**config.mk**
```make
export PLATFORM = sky130hd
export DESIGN_NAME = uart_boot_loader
export DESIGN_NICKNAME = d
export VERILOG_FILES = /design/src/rtl/uart_boot_loader.sv
export SDC_FILE = /design/constraint.sdc
export NUM_CORES = 1
export LEC_CHECK = 0
export CAP_MARGIN = 20
export CORE_MARGIN = 2
export CORE_UTILIZATION = 45
export CTS_CLUSTER_SIZE = 24
export DETAILED_ROUTE_END_ITERATION = 16
export PLACE_DENSITY = 0.65
export SLEW_MARGIN = 20
export SYNTH_ARGS = -nofsm -noshare
export SYNTH_HDL_FRONTEND = slang
export SYNTH_SLANG_ARGS = --single-unit
```
**constraint.sdc**
```tcl
create_clock -name clk -period 3.5 [get_ports clk]
set_clock_uncertainty 0.1 [all_clocks]
set_input_delay 0.875 -clock clk [delete_from_list [all_inputs] [get_ports clk]]
set_output_delay 0.875 -clock clk [all_outputs]
set_load 0.02 [all_outputs]
```
**src/rtl/uart_boot_loader.sv**
```systemverilog
// UART program loader: receives a framed image, writes it into the 256x16 program RAM, then restarts the CPU.
// Optional trailer checksum byte is enabled by defining UART_BOOT_LOADER_CHECKSUM_EN.
module uart_boot_loader #(
    parameter int          CLKS_PER_BIT = 104,
    parameter int          ADDR_W       = 8,
    parameter logic [7:0]  SYNC_BYTE    = 8'hA5
) (
    input  logic              clk,
    input  logic              rst,
    input  logic              rx,
    output logic [ADDR_W-1:0] ram_addr,
    output logic [15:0]       ram_wdata,
    output logic              ram_we,
    output logic              cpu_halt,
    output logic              cpu_restart,
    output logic              done,
    output logic              err,
    output logic [1:0]        err_code
);

    localparam int CNT_W = $clog2(CLKS_PER_BIT);
    localparam int HALF  = CLKS_PER_BIT / 2;
    localparam int REM_W = ADDR_W + 1;

    typedef enum logic [1:0] {R_IDLE, R_START, R_DATA, R_STOP} rx_state_t;

`ifdef UART_BOOT_LOADER_CHECKSUM_EN
    typedef enum logic [2:0] {IDLE, LEN_HI, LEN_LO, DAT_HI, DAT_LO, CHK, DONE, ERR} state_t;
`else
    typedef enum logic [2:0] {IDLE, LEN_HI, LEN_LO, DAT_HI, DAT_LO, DONE, ERR} state_t;
`endif

    // ---------------- RX synchroniser and byte engine ----------------
    logic             rx_s1, rx_sync, rx_prev;
    rx_state_t        r_state, r_next;
    logic [CNT_W-1:0] r_cnt;
    logic [2:0]       r_bit;
    logic [7:0]       r_shift;
    logic             bit_tick, half_tick, byte_valid, frame_err;

    assign bit_tick   = (r_cnt == CNT_W'(CLKS_PER_BIT - 1));
    assign half_tick  = (r_cnt == CNT_W'(HALF - 1));
    assign byte_valid = (r_state == R_STOP) && bit_tick && rx_sync;
    assign frame_err  = (r_state == R_STOP) && bit_tick && !rx_sync;

    always_comb begin
        r_next = r_state;
        case (r_state)
            R_IDLE:  if (rx_prev && !rx_sync) r_next = R_START;
            R_START: if (half_tick) r_next = rx_sync ? R_IDLE : R_DATA;
            R_DATA:  if (bit_tick && r_bit == 3'd7) r_next = R_STOP;
            R_STOP:  if (bit_tick) r_next = R_IDLE;
            default: r_next = R_IDLE;
        endcase
    end

    always_ff @(posedge clk) begin
        if (rst) begin
            rx_s1   <= 1'b1;
            rx_sync <= 1'b1;
            rx_prev <= 1'b1;
            r_state <= R_IDLE;
            r_cnt   <= '0;
            r_bit   <= '0;
            r_shift <= '0;
        end else begin
            rx_s1   <= rx;
            rx_sync <= rx_s1;
            rx_prev <= rx_sync;
            r_state <= r_next;
            // Counter restarts on every state change and on each data-bit sample
            if (r_state == R_IDLE || r_next != r_state || (r_state == R_DATA && bit_tick))
                r_cnt <= '0;
            else
                r_cnt <= r_cnt + 1'b1;
            if (r_state == R_START)
                r_bit <= '0;
            if (r_state == R_DATA && bit_tick) begin
                r_shift <= {rx_sync, r_shift[7:1]};
                r_bit   <= r_bit + 1'b1;
            end
        end
    end

    // ---------------- Session FSM ----------------
    state_t           state, s_next;
    logic [7:0]       len_hi, dat_hi;
    logic [REM_W-1:0] remaining;
    logic             wr_pend;
    logic [15:0]      len_word;
    logic             len_bad, is_sync, err_load;
    logic [1:0]       err_val;
`ifdef UART_BOOT_LOADER_CHECKSUM_EN
    logic [7:0]       chk;
`endif

    assign len_word = {len_hi, r_shift};
    assign len_bad  = (len_word == 16'd0) || ({1'b0, len_word} > (17'd1 << ADDR_W));
    assign is_sync  = byte_valid && (r_shift == SYNC_BYTE);

    always_comb begin
        s_next   = state;
        err_load = 1'b0;
        err_val  = 2'd0;
        if (state != IDLE && state != DONE && state != ERR && frame_err) begin
            s_next   = ERR;
            err_load = 1'b1;
            err_val  = 2'd1;
        end else begin
            case (state)
                IDLE:   if (is_sync) s_next = LEN_HI;
                LEN_HI: if (byte_valid) s_next = LEN_LO;
                LEN_LO: if (byte_valid) begin
                    if (len_bad) begin
                        s_next   = ERR;
                        err_load = 1'b1;
                        err_val  = 2'd2;
                    end else begin
                        s_next = DAT_HI;
                    end
                end
                DAT_HI: if (byte_valid) s_next = DAT_LO;
                // The write happens one cycle after the low byte, still inside DAT_LO
                DAT_LO: if (wr_pend) begin
`ifdef UART_BOOT_LOADER_CHECKSUM_EN
                    s_next = (remaining == REM_W'(1)) ? CHK : DAT_HI;
`else
                    s_next = (remaining == REM_W'(1)) ? DONE : DAT_HI;
`endif
                end
`ifdef UART_BOOT_LOADER_CHECKSUM_EN
                CHK: if (byte_valid) begin
                    if (r_shift == chk) begin
                        s_next = DONE;
                    end else begin
                        s_next   = ERR;
                        err_load = 1'b1;
                        err_val  = 2'd3;
                    end
                end
`endif
                DONE:    s_next = IDLE;
                ERR:     if (is_sync) s_next = LEN_HI;
                default: s_next = IDLE;
            endcase
        end
    end

    assign ram_we      = (state == DAT_LO) && wr_pend;
    assign cpu_halt    = (state != IDLE) && (state != DONE);
    assign done        = (state == DONE);
    assign cpu_restart = (state == DONE);
    assign err         = (state == ERR);

    always_ff @(posedge clk) begin
        if (rst) begin
            state     <= IDLE;
            len_hi    <= '0;
            dat_hi    <= '0;
            remaining <= '0;
            wr_pend   <= 1'b0;
            ram_addr  <= '0;
            ram_wdata <= '0;
            err_code  <= '0;
`ifdef UART_BOOT_LOADER_CHECKSUM_EN
            chk       <= '0;
`endif
        end else begin
            state <= s_next;
            if (err_load)
                err_code <= err_val;
            else if ((state == IDLE || state == ERR) && is_sync)
                err_code <= 2'd0;
            case (state)
                LEN_HI: if (byte_valid) len_hi <= r_shift;
                LEN_LO: if (byte_valid && !len_bad) begin
                    remaining <= REM_W'(len_word);
                    ram_addr  <= '0;
                end
                DAT_HI: if (byte_valid) dat_hi <= r_shift;
                DAT_LO: begin
                    if (byte_valid) begin
                        ram_wdata <= {dat_hi, r_shift};
                        wr_pend   <= 1'b1;
                    end
                    if (wr_pend) begin
                        wr_pend   <= 1'b0;
                        ram_addr  <= ram_addr + 1'b1;
                        remaining <= remaining - 1'b1;
                    end
                end
                default: ;
            endcase
`ifdef UART_BOOT_LOADER_CHECKSUM_EN
            // Checksum covers the length and data bytes only
            if ((state == IDLE || state == ERR) && is_sync)
                chk <= '0;
            else if (byte_valid && (state == LEN_HI || state == LEN_LO ||
                                    state == DAT_HI || state == DAT_LO))
                chk <= chk ^ r_shift;
`endif
        end
    end

endmodule

```
# [Yosys cells after proc, flatten, opt, wreduce, memory -nomap -nowiden]
# Cells that the tools add are included.
[totals] ff_bits=78 output_inout_bits=31 input_bits=3 elab_cells=119
[classes] eq_ne=28 magnitude_cmp=1 muxes=35 addsub=4 n_reduce_logical=35
[op_table] cell="$mux W3" count=10
[op_table] cell="$mux W2" count=11
[op_table] cell="$mux W9" count=2
[op_table] cell="$ne A3 B3 Y1 const B" count=6
[op_table] cell="$pmux W9 S2" count=1
[op_table] cell="$gt A16 B9 Y1 const B" count=1
[op_table] cell="$logic_not A16 Y1" count=1
[op_table] cell="$mux W8" count=2
[op_table] cell="$pmux W8 S2" count=1
[op_table] cell="$pmux W3 S5" count=1
[op_table] cell="$logic_and A1 B1 Y1" count=13
[op_table] cell="$eq A3 B3 Y1 const B" count=4
[op_table] cell="$ne A2 B2 Y1 const B" count=5
[op_table] cell="$reduce_and A5 Y1" count=2
[op_table] cell="$eq A9 B1 Y1 const B" count=1
[op_table] cell="$sub A9 B1 Y9 const B" count=1
[op_table] cell="$add A8 B1 Y8 const B" count=1
[op_table] cell="$eq A8 B8 Y1 const B" count=1
[op_table] cell="$pmux W2 S4" count=1
[op_table] cell="$add A7 B1 Y7 const B" count=1
[op_table] cell="$eq A7 B6 Y1 const B" count=1
[op_table] cell="$eq A7 B7 Y1 const B" count=1
[op_table] cell="$eq A3 B2 Y1 const B" count=2
[op_table] cell="$mux W1" count=6
[op_table] cell="16 further kinds" count=27

# [Longest topological paths before layout]
# Gate-level depths: netlist of run 1.
[logic_depth] word_depth=8 mapped_depth=9 ltp_nobuf=7

# [Worst setup path after synthesis of run 1]
# Ideal clock, no wire load.
[synth_path] kind="flip-flop to output port" start="reg state[0]" end="out done" setup_slack_ns=0.901 t_arrival_ns=1.624 stages_incl_launch_ff=5 cell_sequence="dfxtp_1 > buf_1 > inv_1 > nor3_1 > buf_4"
[synth_via] elab_chain_cells=1
[synth_rtl] element="start: declaration" line="86" text="state_t state, s_next;"
[synth_rtl] element="start signal: assignment" line="169" text="state <= s_next;"
[synth_rtl] element="$eq A3 B3 Y1"
[synth_rtl] element="end: declaration" line="16" text="output logic done,"
# Every way passes these cells.

# [Worst setup path after layout of run 1]
[layout_path] start="reg state[0]" end="out done"
[layout_via] elab_chain_cells=1
[layout_rtl] element="$eq A3 B3 Y1" line="151" text="assign done = (state == DONE);"
# Every way passes these cells.

==> flow_summary_export.csv, run 1 <==
group,metric,value,unit
clock_tree,clk_latency,0.36,ns
layout,area_delta_synth_final,17.1,%
worst_setup_path,crit_path_max_fanout,14,
synth,synth-xor-area-share,1.44,%
layout,fillers,729,
layout,multi_input_area,1930,um^2
layout,layout_common_cells,"dfxtp_1 (78), nand2_1 (61), nor2_1 (51), a21oi_1 (37), clkdlybuf4s50_1 (32)",
outcome,status,"finished clean",
route,via_count,3175,
clock_tree,post-cts-setup-buffers,0,
global_routing,antenna_found_initial,0,
clock_tree,cts_tree,"yes",
global_routing,grt_max_degree,67,
run,cap_violations,0,
synth,synth_top_flop_cell,"dfxtp_1",
route,drtIter0Drc,186,
power_and_ir_drop,p_leak,0.00158,uW
synth,synth_fa_ha_area_share,2.06,%
timing,setup_slack,0.317,ns
layout,antenna_cells,0,
floorplanning,placeableCoreArea,7770,um^2
floorplanning,die_x,94.0,um
clock_tree,clock-root-buffer,"clkbuf_8",
timing,slew_viol_final,0,
worst_setup_path,cp_top_family,"buffers and inverters",
layout,final_layout_size_suffix_gt1_share,8.11,%
timing,maxSlewHeadroom,46.3,%
worst_setup_path,cp_slowest_cell,"clkdlybuf4s50_1",
clock_tree,numCtsBuffers,9,
route,ant_nets,0,
global_routing,grt_pass1_wl,14.4,mm
worst_setup_path,worstSetupPathType,"reg -> out",
synth,synth-simple-area-share,24.4,%
clock_tree,cts_max_level,3,
synth,synth_cell_types,61,
floorplanning,row_count,32,
synth,async_flop_share,0,%
global_routing,grt_use_total,20.5,%
synth,syn_area,3640,um^2
timing,setup_violations,0,
floorplanning,die_y,94.0,um
route,drtPass1Iterations,4,
synth,synth_edf_count,0,
worst_setup_path,cp_cell_sequence,"inv_1 > nor3_1 > clkdlybuf4s50_1",
timing,post-route-period-util,90.9,%
layout,regArea,1560,um^2
worst_hold_path,hold_path.class,"reg -> reg",
layout,stdcell_count,558,
route,routedWlPerCell,14.9,um
route,route.detailed.drc,0,
clock_tree,hold_buffers,0,
global_routing,grt.overflow.total,0,
synth,yosys_warnings,0,
layout,fin_nets,462,
synth,syn_nets,436,
timing,max_freq,0.314,GHz
worst_setup_path,cp.arrival,2.21,ns
synth,ys_seq_area_share,42.8,%
synth,postSynthCellCount,427,
route,vias_per_cell,5.69,
route,drt-total-wl,8.34,mm
timing,worst_pin_slew,0.804,ns
floorplanning,ios,34,
layout,utilization,54.9,%
synth,synth_area_per_cell,8.54,um^2
synth,ys_ff_latch,78,
floorplanning,die_area,8840,um^2
timing,hold_viol,0,
synth,synth_compound_gate_area_share,16.9,%
clock_tree,ctsResizeCount,0,
worst_setup_path,critical_path_buf_inv_count,2,
clock_tree,clk_path_buf_depth,2,
global_routing,grt_pass1_vias,3021,
worst_setup_path,worstPathRequired,2.52,ns
synth,synth_mux_area_share,8.10,%
place,place_hpwl,5.54,mm
place,dp_cells,544,
timing,rsz0062_at_grt,"false",
floorplanning,initial_core_util,46.9,%
clock_tree,cts.clk_slew.worst_paths,0.08,ns
worst_setup_path,end_kind,"output pin",
synth,synth_top_family_by_area,"simple AND/OR/NAND/NOR gates",
layout,layout_commonest_cell,"dfxtp_1",
place,post-place-ws,0.709,ns
power_and_ir_drop,peakVddDrop,191,uV
worst_setup_path,slowest_delay,0.67,ns
timing,finalSetupTns,0,ns
clock_tree,cts_sinks,78,
power_and_ir_drop,fin_total_pwr,1660,uW
place,portBuffers,33,
timing,min_period,3.18,ns
place,gp_congestion,0.883,
power_and_ir_drop,powerDensity,390,nW/um^2
worst_setup_path,critPathLaunchType,"flop",
metal layers:
| layer | track usage, % | routed length [um] | vias to the layer above |
|---|---|---|---|
| met1 | 28.2 | 4060 | 1498 |
| met2 | 32.4 | 3740 | 88 |
| met4 | 6.40 | 114 | 0 |
| met5 | 0 | 0 | - |
| li1 | - | - | 1575 |
| met3 | 4.01 | 427 | 14 |
worst paths after layout:
kind              startpoint           to  slack (ns)  cells past startpoint
setup / recovery    state[0]         done        0.32                      3
setup reg to reg  r_state[0]  ram_addr[7]        0.73                      5
hold / removal         rx_s1      rx_sync        0.31                      1
hold reg to reg        rx_s1      rx_sync        0.31                      1
power breakdown:
| part | switching (uW) | internal [uW] | leakage (uW) | total, uW |
|---|---|---|---|---|
| Clock | 312 | 434 | 0.000111 | 746 |
| Sequential | 3.05 | 889 | 0.000629 | 892 |
| Combinational | 18.6 | 6.24 | 0.000837 | 24.9 |
| Total | 334 | 1330 | 0.00158 | 1660 |
cell usage after synthesis, types with 5 or more instances:
master	instances	share of area, %
dfxtp_1	78	43
nand2_1	61	6.3
nor2_1	51	5.3
a21oi_1	37	5.1
mux2i_1	25	6.9
clkbuf_1	22	2.3
nand3_1	13	1.8
inv_1	11	1.1
nor3_1	10	1.4
ha_1	6	2.1
or3_1	6	1.0
a211oi_1	5	1.0
nand4_1	5	0.86
o22a_1	5	1.2
o32ai_1	5	1.2
layout make-up:
cell class	instances	share of cell area [%]
multi-input combinational	311	45.2
sequential	78	36.6
timing repair buffer	41	9.03
clock buffer	11	3.55
tap	102	2.99
clock inverter	3	1.61
inverter	12	1.06
state kept, by name (all words and copies together), names as in the netlist:
name,flops
remaining,9
rx_sync,1
wr_pend,1
ram_wdata,16
len_hi,8
dat_hi,8
rx_s1,1
ram_addr,8
r_shift,8
err_code,2
rx_prev,1
r_state,2
state,3
r_bit,3
r_cnt,7
through the flow:
stage                     hold slack (ns)  cell area, um^2
after global placement              0.292             4050
after floorplan                     0.289             3640
after detailed placement            0.294             4050
after global routing                0.344             4270
final                               0.311             4270
after CTS                           0.313             4270
cells by family (layout without fill, tap and decap cells):
group,Yosys count,after routing
xor gates and xnor gates,6,6
AOI/OAI and AO/OA,86,86
DFF,78,78
adders and majority gates,6,6
muxes,29,29
and+or+nand+nor,184,184
buffers and inverters,38,67
Power figures use the tool's default switching activity.
==> inputs of run 2 (changes only) <==
Settings changed: CORE_MARGIN 2 to unset.
==> run 2 against run 1 <==
Via count is 0.22% higher. Largest power group unchanged. Global-route usage is 0.57 points higher. Non-clock buffer count stayed put. Sequential share of layout area is 0.19 points higher. Setup slack better by 0.016 ns. Critical path type unchanged. Highest routed layer unchanged. First-iteration DRC count is 7.0% lower. Critical endpoint unchanged.
==> flow_summary_export.csv, run 2 (synthesized netlist as in run 1, its figures left out) <==
group,metric,value,unit
outcome,status,"finished clean",
route,drtPass1Iterations,4,
global_routing,grt.overflow.total,0,
floorplanning,row_count,32,
worst_setup_path,critPathLaunch,"state[0]",
worst_hold_path,hold_path.class,"reg -> reg",
layout,final_cell_area,4250,um^2
worst_setup_path,cp_num_cells,3,
timing,whs,0.317,ns
clock_tree,cts.clk_slew.worst_paths,0.08,ns
clock_tree,cts_tree,"yes",
clock_tree,post-cts-setup-buffers,0,
floorplanning,die_x,92.0,um
timing,finalSetupTns,0,ns
timing,rsz0062_at_grt,"false",
global_routing,grt_pass1_vias,3006,
place,gp_congestion,0.882,
power_and_ir_drop,p_leak,0.00155,uW
clock_tree,hold_buffers,0,
timing,post-route-period-util,90.5,%
timing,max_freq,0.316,GHz
layout,layout_common_cells,"dfxtp_1 (78), nand2_1 (61), nor2_1 (51), a21oi_1 (37), clkdlybuf4s50_1 (32)",
clock_tree,cts_max_level,3,
route,drt-total-wl,8.40,mm
worst_setup_path,end_kind,"output pin",
global_routing,grt_max_degree,35,
place,portBuffers,33,
place,place_hpwl,5.74,mm
global_routing,grt_use_total,21.1,%
clock_tree,cts_sinks,78,
worst_setup_path,worstSetupPathType,"reg -> out",
clock_tree,clock-root-buffer,"clkbuf_8",
route,via_count,3182,
timing,min_period,3.17,ns
run,cap_violations,0,
worst_setup_path,critPathLaunchType,"flop",
layout,regMostFlops,"ram_wdata",
layout,layout_commonest_cell,"dfxtp_1",
worst_setup_path,cp_top_family,"buffers and inverters",
layout,largest_reg_flops,16,
worst_setup_path,rr_startpoint,"r_shift[1]",
power_and_ir_drop,powerDensity,377,nW/um^2
timing,hold_viol,0,
worst_setup_path,critical_path_buf_inv_count,2,
worst_hold_path,hold_path.startpoint,"rx_s1",
timing,slew_viol_final,0,
worst_setup_path,cp_slowest_cell,"clkdlybuf4s50_1",
worst_setup_path,r2r_cells,5,
clock_tree,clk_path_buf_depth,2,
route,route.detailed.drc,0,
floorplanning,die_area,8460,um^2
worst_hold_path,min_path_cells,1,
floorplanning,die_y,92.0,um
layout,top_regs,"ram_wdata: 16 flops, remaining: 9 flops",
timing,worst_pin_slew,0.814,ns
floorplanning,placeableCoreArea,7770,um^2
global_routing,grt_pass1_wl,14.2,mm
route,vias_per_cell,5.68,
clock_tree,ctsResizeCount,0,
timing,setup_violations,0,
worst_setup_path,crit_path_max_fanout,14,
worst_setup_path,slowest_delay,0.67,ns
layout,area_delta_synth_final,16.5,%
layout,fin_nets,462,
route,drtIter0Drc,173,
layout,antenna_cells,0,
global_routing,antenna_found_initial,0,
timing,maxSlewHeadroom,45.6,%
route,routedWlPerCell,15.0,um
worst_setup_path,worstPathRequired,2.52,ns
worst_setup_path,cp_cell_sequence,"inv_1 > nor3_1 > clkdlybuf4s50_1",
floorplanning,initial_core_util,46.9,%
floorplanning,ios,34,
clock_tree,numCtsBuffers,9,
power_and_ir_drop,peakVddDrop,281,uV
clock_tree,clk_latency,0.36,ns
worst_setup_path,cp.arrival,2.19,ns
place,dpl_cell_area,4050,um^2
layout,final_layout_size_suffix_gt1_share,8.30,%
route,ant_nets,0,
## run 2: cell types whose count changed in the layout (fill, tap and decap cells not counted)
cell	change
clkinvlp_4	+3
clkbuf_8	-2
inv_6	+2
bufinv_16	-1
clkbuf_1	+1
clkinv_4	-1
## run 2: final timing paths
check / to / slack, ns
max: done / 0.33
min: rx_sync / 0.32
max reg2reg: ram_addr[7] / 0.74
min reg2reg: rx_sync / 0.32
## run 2: power breakdown
group | leakage, uW | internal (uW) | switching, uW | total, uW
clock network | 0.0000895 | 334 | 348 | 682
logic | 0.000837 | 6.22 | 18.3 | 24.5
registers | 0.000629 | 889 | 3.00 | 892
## run 2: layout make-up
cell class	instances	area (um^2)
clock buffers	10	128
well taps	102	128
multi-input cells	311	1930
flip-flops and latches	78	1560
fillers	734	3520
repair buffers	41	385
clock inverters	6	70.1
inverters	12	45.0
## run 2: per-layer routing
layer  wire, um  up-vias  GRT usage [%]
met5          0        -              0
met4        175        0           9.11
met3        364       12           3.40
met2       3880       74           35.0
met1       3980     1517           26.9
li1           -     1579              -
## run 2: through the flow
stage / utilization (%) / instances / setup slack [ns] / total power [uW]
final: 54.7 / 560 / 0.334 / 1600
after global routing: 54.7 / 560 / 0.205 / 1650
after CTS: 54.7 / 560 / 0.341 / 1610
after detailed placement: 52.1 / 544 / 0.692 / 938
after global placement: 52.1 / 544 / 0.699 / 938
after floorplan: - / 427 / 0.901 / 931
==> inputs of run 3 (changes only) <==
Settings changed: DONT_BUFFER_PORTS set to 1, PLACE_DENSITY 0.65 to unset.
Clock period 3.5 ns to 3.7 ns, I/O delays scaled along.
==> run 3 against run 2 <==
Cell area decreased by 9.0%. Cell count down 6.6%. Utilization shrank 4.9 points. Critical path depth rose by 2. Setup slack better by 0.38 ns. Sequential share of layout area increased by 3.6 points. Sequential power fell by 5.4%. Count of clock-buffer cells in the layout down 1. Critical endpoint is now ram_addr[7]. Highest routed layer unchanged.
==> flow_summary_export.csv, run 3 (synthesized netlist as in run 1, its figures left out) <==
group,metric,value,unit
outcome,status,"finished clean",
timing,setup_violations,0,
layout,layout_common_cells,"dfxtp_1 (78), nand2_1 (61), nor2_1 (51), a21oi_1 (37), mux2i_1 (25)",
timing,max_freq,0.335,GHz
power_and_ir_drop,p_leak,0.00142,uW
power_and_ir_drop,pwr-share-comb,0.7,%
clock_tree,cts_tree,"yes",
place,place_hpwl,5.41,mm
route,vias_per_cell,5.68,
route,ant_nets,0,
route,drtIter0Drc,135,
worst_setup_path,r2r-end,"ram_addr[7]",
worst_setup_path,end_kind,"flop",
clock_tree,cts.clk_slew.worst_paths,0.08,ns
route,route.detailed.drc,0,
timing,maxSlewHeadroom,39.4,%
global_routing,grt_max_degree,68,
layout,top_regs,"ram_wdata: 16 flops, remaining: 9 flops",
place,portBuffers,0,
clock_tree,post-cts-setup-buffers,0,
global_routing,grt_pass1_vias,2877,
layout,layout_commonest_cell,"dfxtp_1",
timing,slew_viol_final,0,
timing,hold_viol,0,
timing,rsz0062_at_grt,"false",
route,drtPass1Iterations,4,
timing,post-route-period-util,80.7,%
timing,finalSetupTns,0,ns
floorplanning,initial_core_util,46.9,%
power_and_ir_drop,switching_power,318,uW
clock_tree,numCtsBuffers,9,
worst_setup_path,critPathLaunchType,"flop",
worst_setup_path,crit_path_max_fanout,20,
layout,area_delta_synth_final,6.01,%
worst_setup_path,worstSetupPathType,"reg -> reg",
place,post-place-ws,0.743,ns
worst_setup_path,rr_startpoint,"r_state[1]",
worst_setup_path,worstPathRequired,3.83,ns
timing,whs,0.310,ns
power_and_ir_drop,p_int,1080,uW
layout,fin_nets,426,
floorplanning,placeableCoreArea,7770,um^2
layout,regMostFlops,"ram_wdata",
power_and_ir_drop,peakVddDrop,226,uV
floorplanning,die_area,8460,um^2
worst_setup_path,r2r_cells,5,
worst_hold_path,worst_hold_path.endpoint,"rx_sync",
timing,worst_pin_slew,0.904,ns
clock_tree,cts_sinks,78,
layout,antenna_cells,0,
route,drt-total-wl,8.13,mm
global_routing,antenna_found_initial,0,
clock_tree,clk_path_buf_depth,2,
power_and_ir_drop,powerDensity,363,nW/um^2
place,gp_congestion,0.898,
clock_tree,ctsResizeCount,0,
power_and_ir_drop,p_seq_share,60.2,%
global_routing,grt_use_total,20.7,%
clock_tree,cts_max_level,3,
route,routedWlPerCell,15.5,um
timing,min_period,2.99,ns
layout,utilization,49.7,%
timing,setup_slack,0.714,ns
floorplanning,die_x,92.0,um
clock_tree,hold_buffers,0,
worst_setup_path,cp.arrival,3.12,ns
power_and_ir_drop,power.share.switching,22.7,%
route,via_count,2972,
worst_hold_path,min_path_cells,1,
worst_hold_path,hold_path.startpoint,"rx_s1",
run,cap_violations,0,
floorplanning,ios,34,
power_and_ir_drop,fin_total_pwr,1400,uW
power_and_ir_drop,power_frac_clock,39.1,%
global_routing,grt.overflow.total,0,
clock_tree,clk_latency,0.34,ns
global_routing,grt_pass1_wl,14.1,mm
worst_setup_path,r2r_setup_slack,0.71,ns
floorplanning,row_count,32,
floorplanning,die_y,92.0,um
clock_tree,clock-root-buffer,"clkbuf_8",
worst_hold_path,hold_path.class,"reg -> reg",
layout,largest_reg_flops,16,
layout,final_layout_size_suffix_gt1_share,8.08,%
==> run 3: critical path, stage by stage (launching register included) <==
cell	delay [ns]
dfxtp_1	0.62
and3_1	0.31
nand3_1	0.31
a2111o_1	0.75
a2111oi_4	0.44
mux2_1	0.34
==> run 3: per-stage QoR <==
stage	cells	instance area [um^2]
4_1_cts	523	3860
5_1_grt	523	3860
6_report	523	3860
3_5_place_dp	508	3700
3_3_place_gp	508	3700
2_1_floorplan	427	3640
==> run 3: worst max-delay path by stage <==
stage | startpoint | end | slack [ns]
floorplan | state[0] | done | 1.05
global placement | r_state[1] | ram_addr[7] | 0.78
detailed placement | r_state[1] | ram_addr[7] | 0.74
CTS | r_state[1] | ram_addr[7] | 0.72
global route | r_state[1] | ram_addr[7] | 0.50
finish | r_state[1] | ram_addr[7] | 0.71
==> run 3: layout make-up <==
cell class	count	area (um^2)
Tap cell	102	128
Inverter	12	45.0
Timing Repair Buffer	5	37.5
Clock inverter	6	40.0
Clock buffer	9	124
Multi-Input combinational cell	311	1930
Sequential cell	78	1560
Fill cell	794	3900
==> run 3: layer usage <==
metal | track usage (%) | share of wire [%]
met5 | 0 | 0
met4 | 7.42 | 1.9
met3 | 5.31 | 5.3
met2 | 31.2 | 44
met1 | 28.5 | 49
==> run 3: power by group through the flow <==
stage | combinational, uW | sequential, uW | clock [uW]
2_1_floorplan | 18.5 | 862 | 0
3_3_place_gp | 10.2 | 863 | 0
3_5_place_dp | 10.3 | 864 | 0
4_1_cts | 10.3 | 844 | 562
5_1_grt | 11.7 | 844 | 605
6_report | 10.1 | 844 | 548
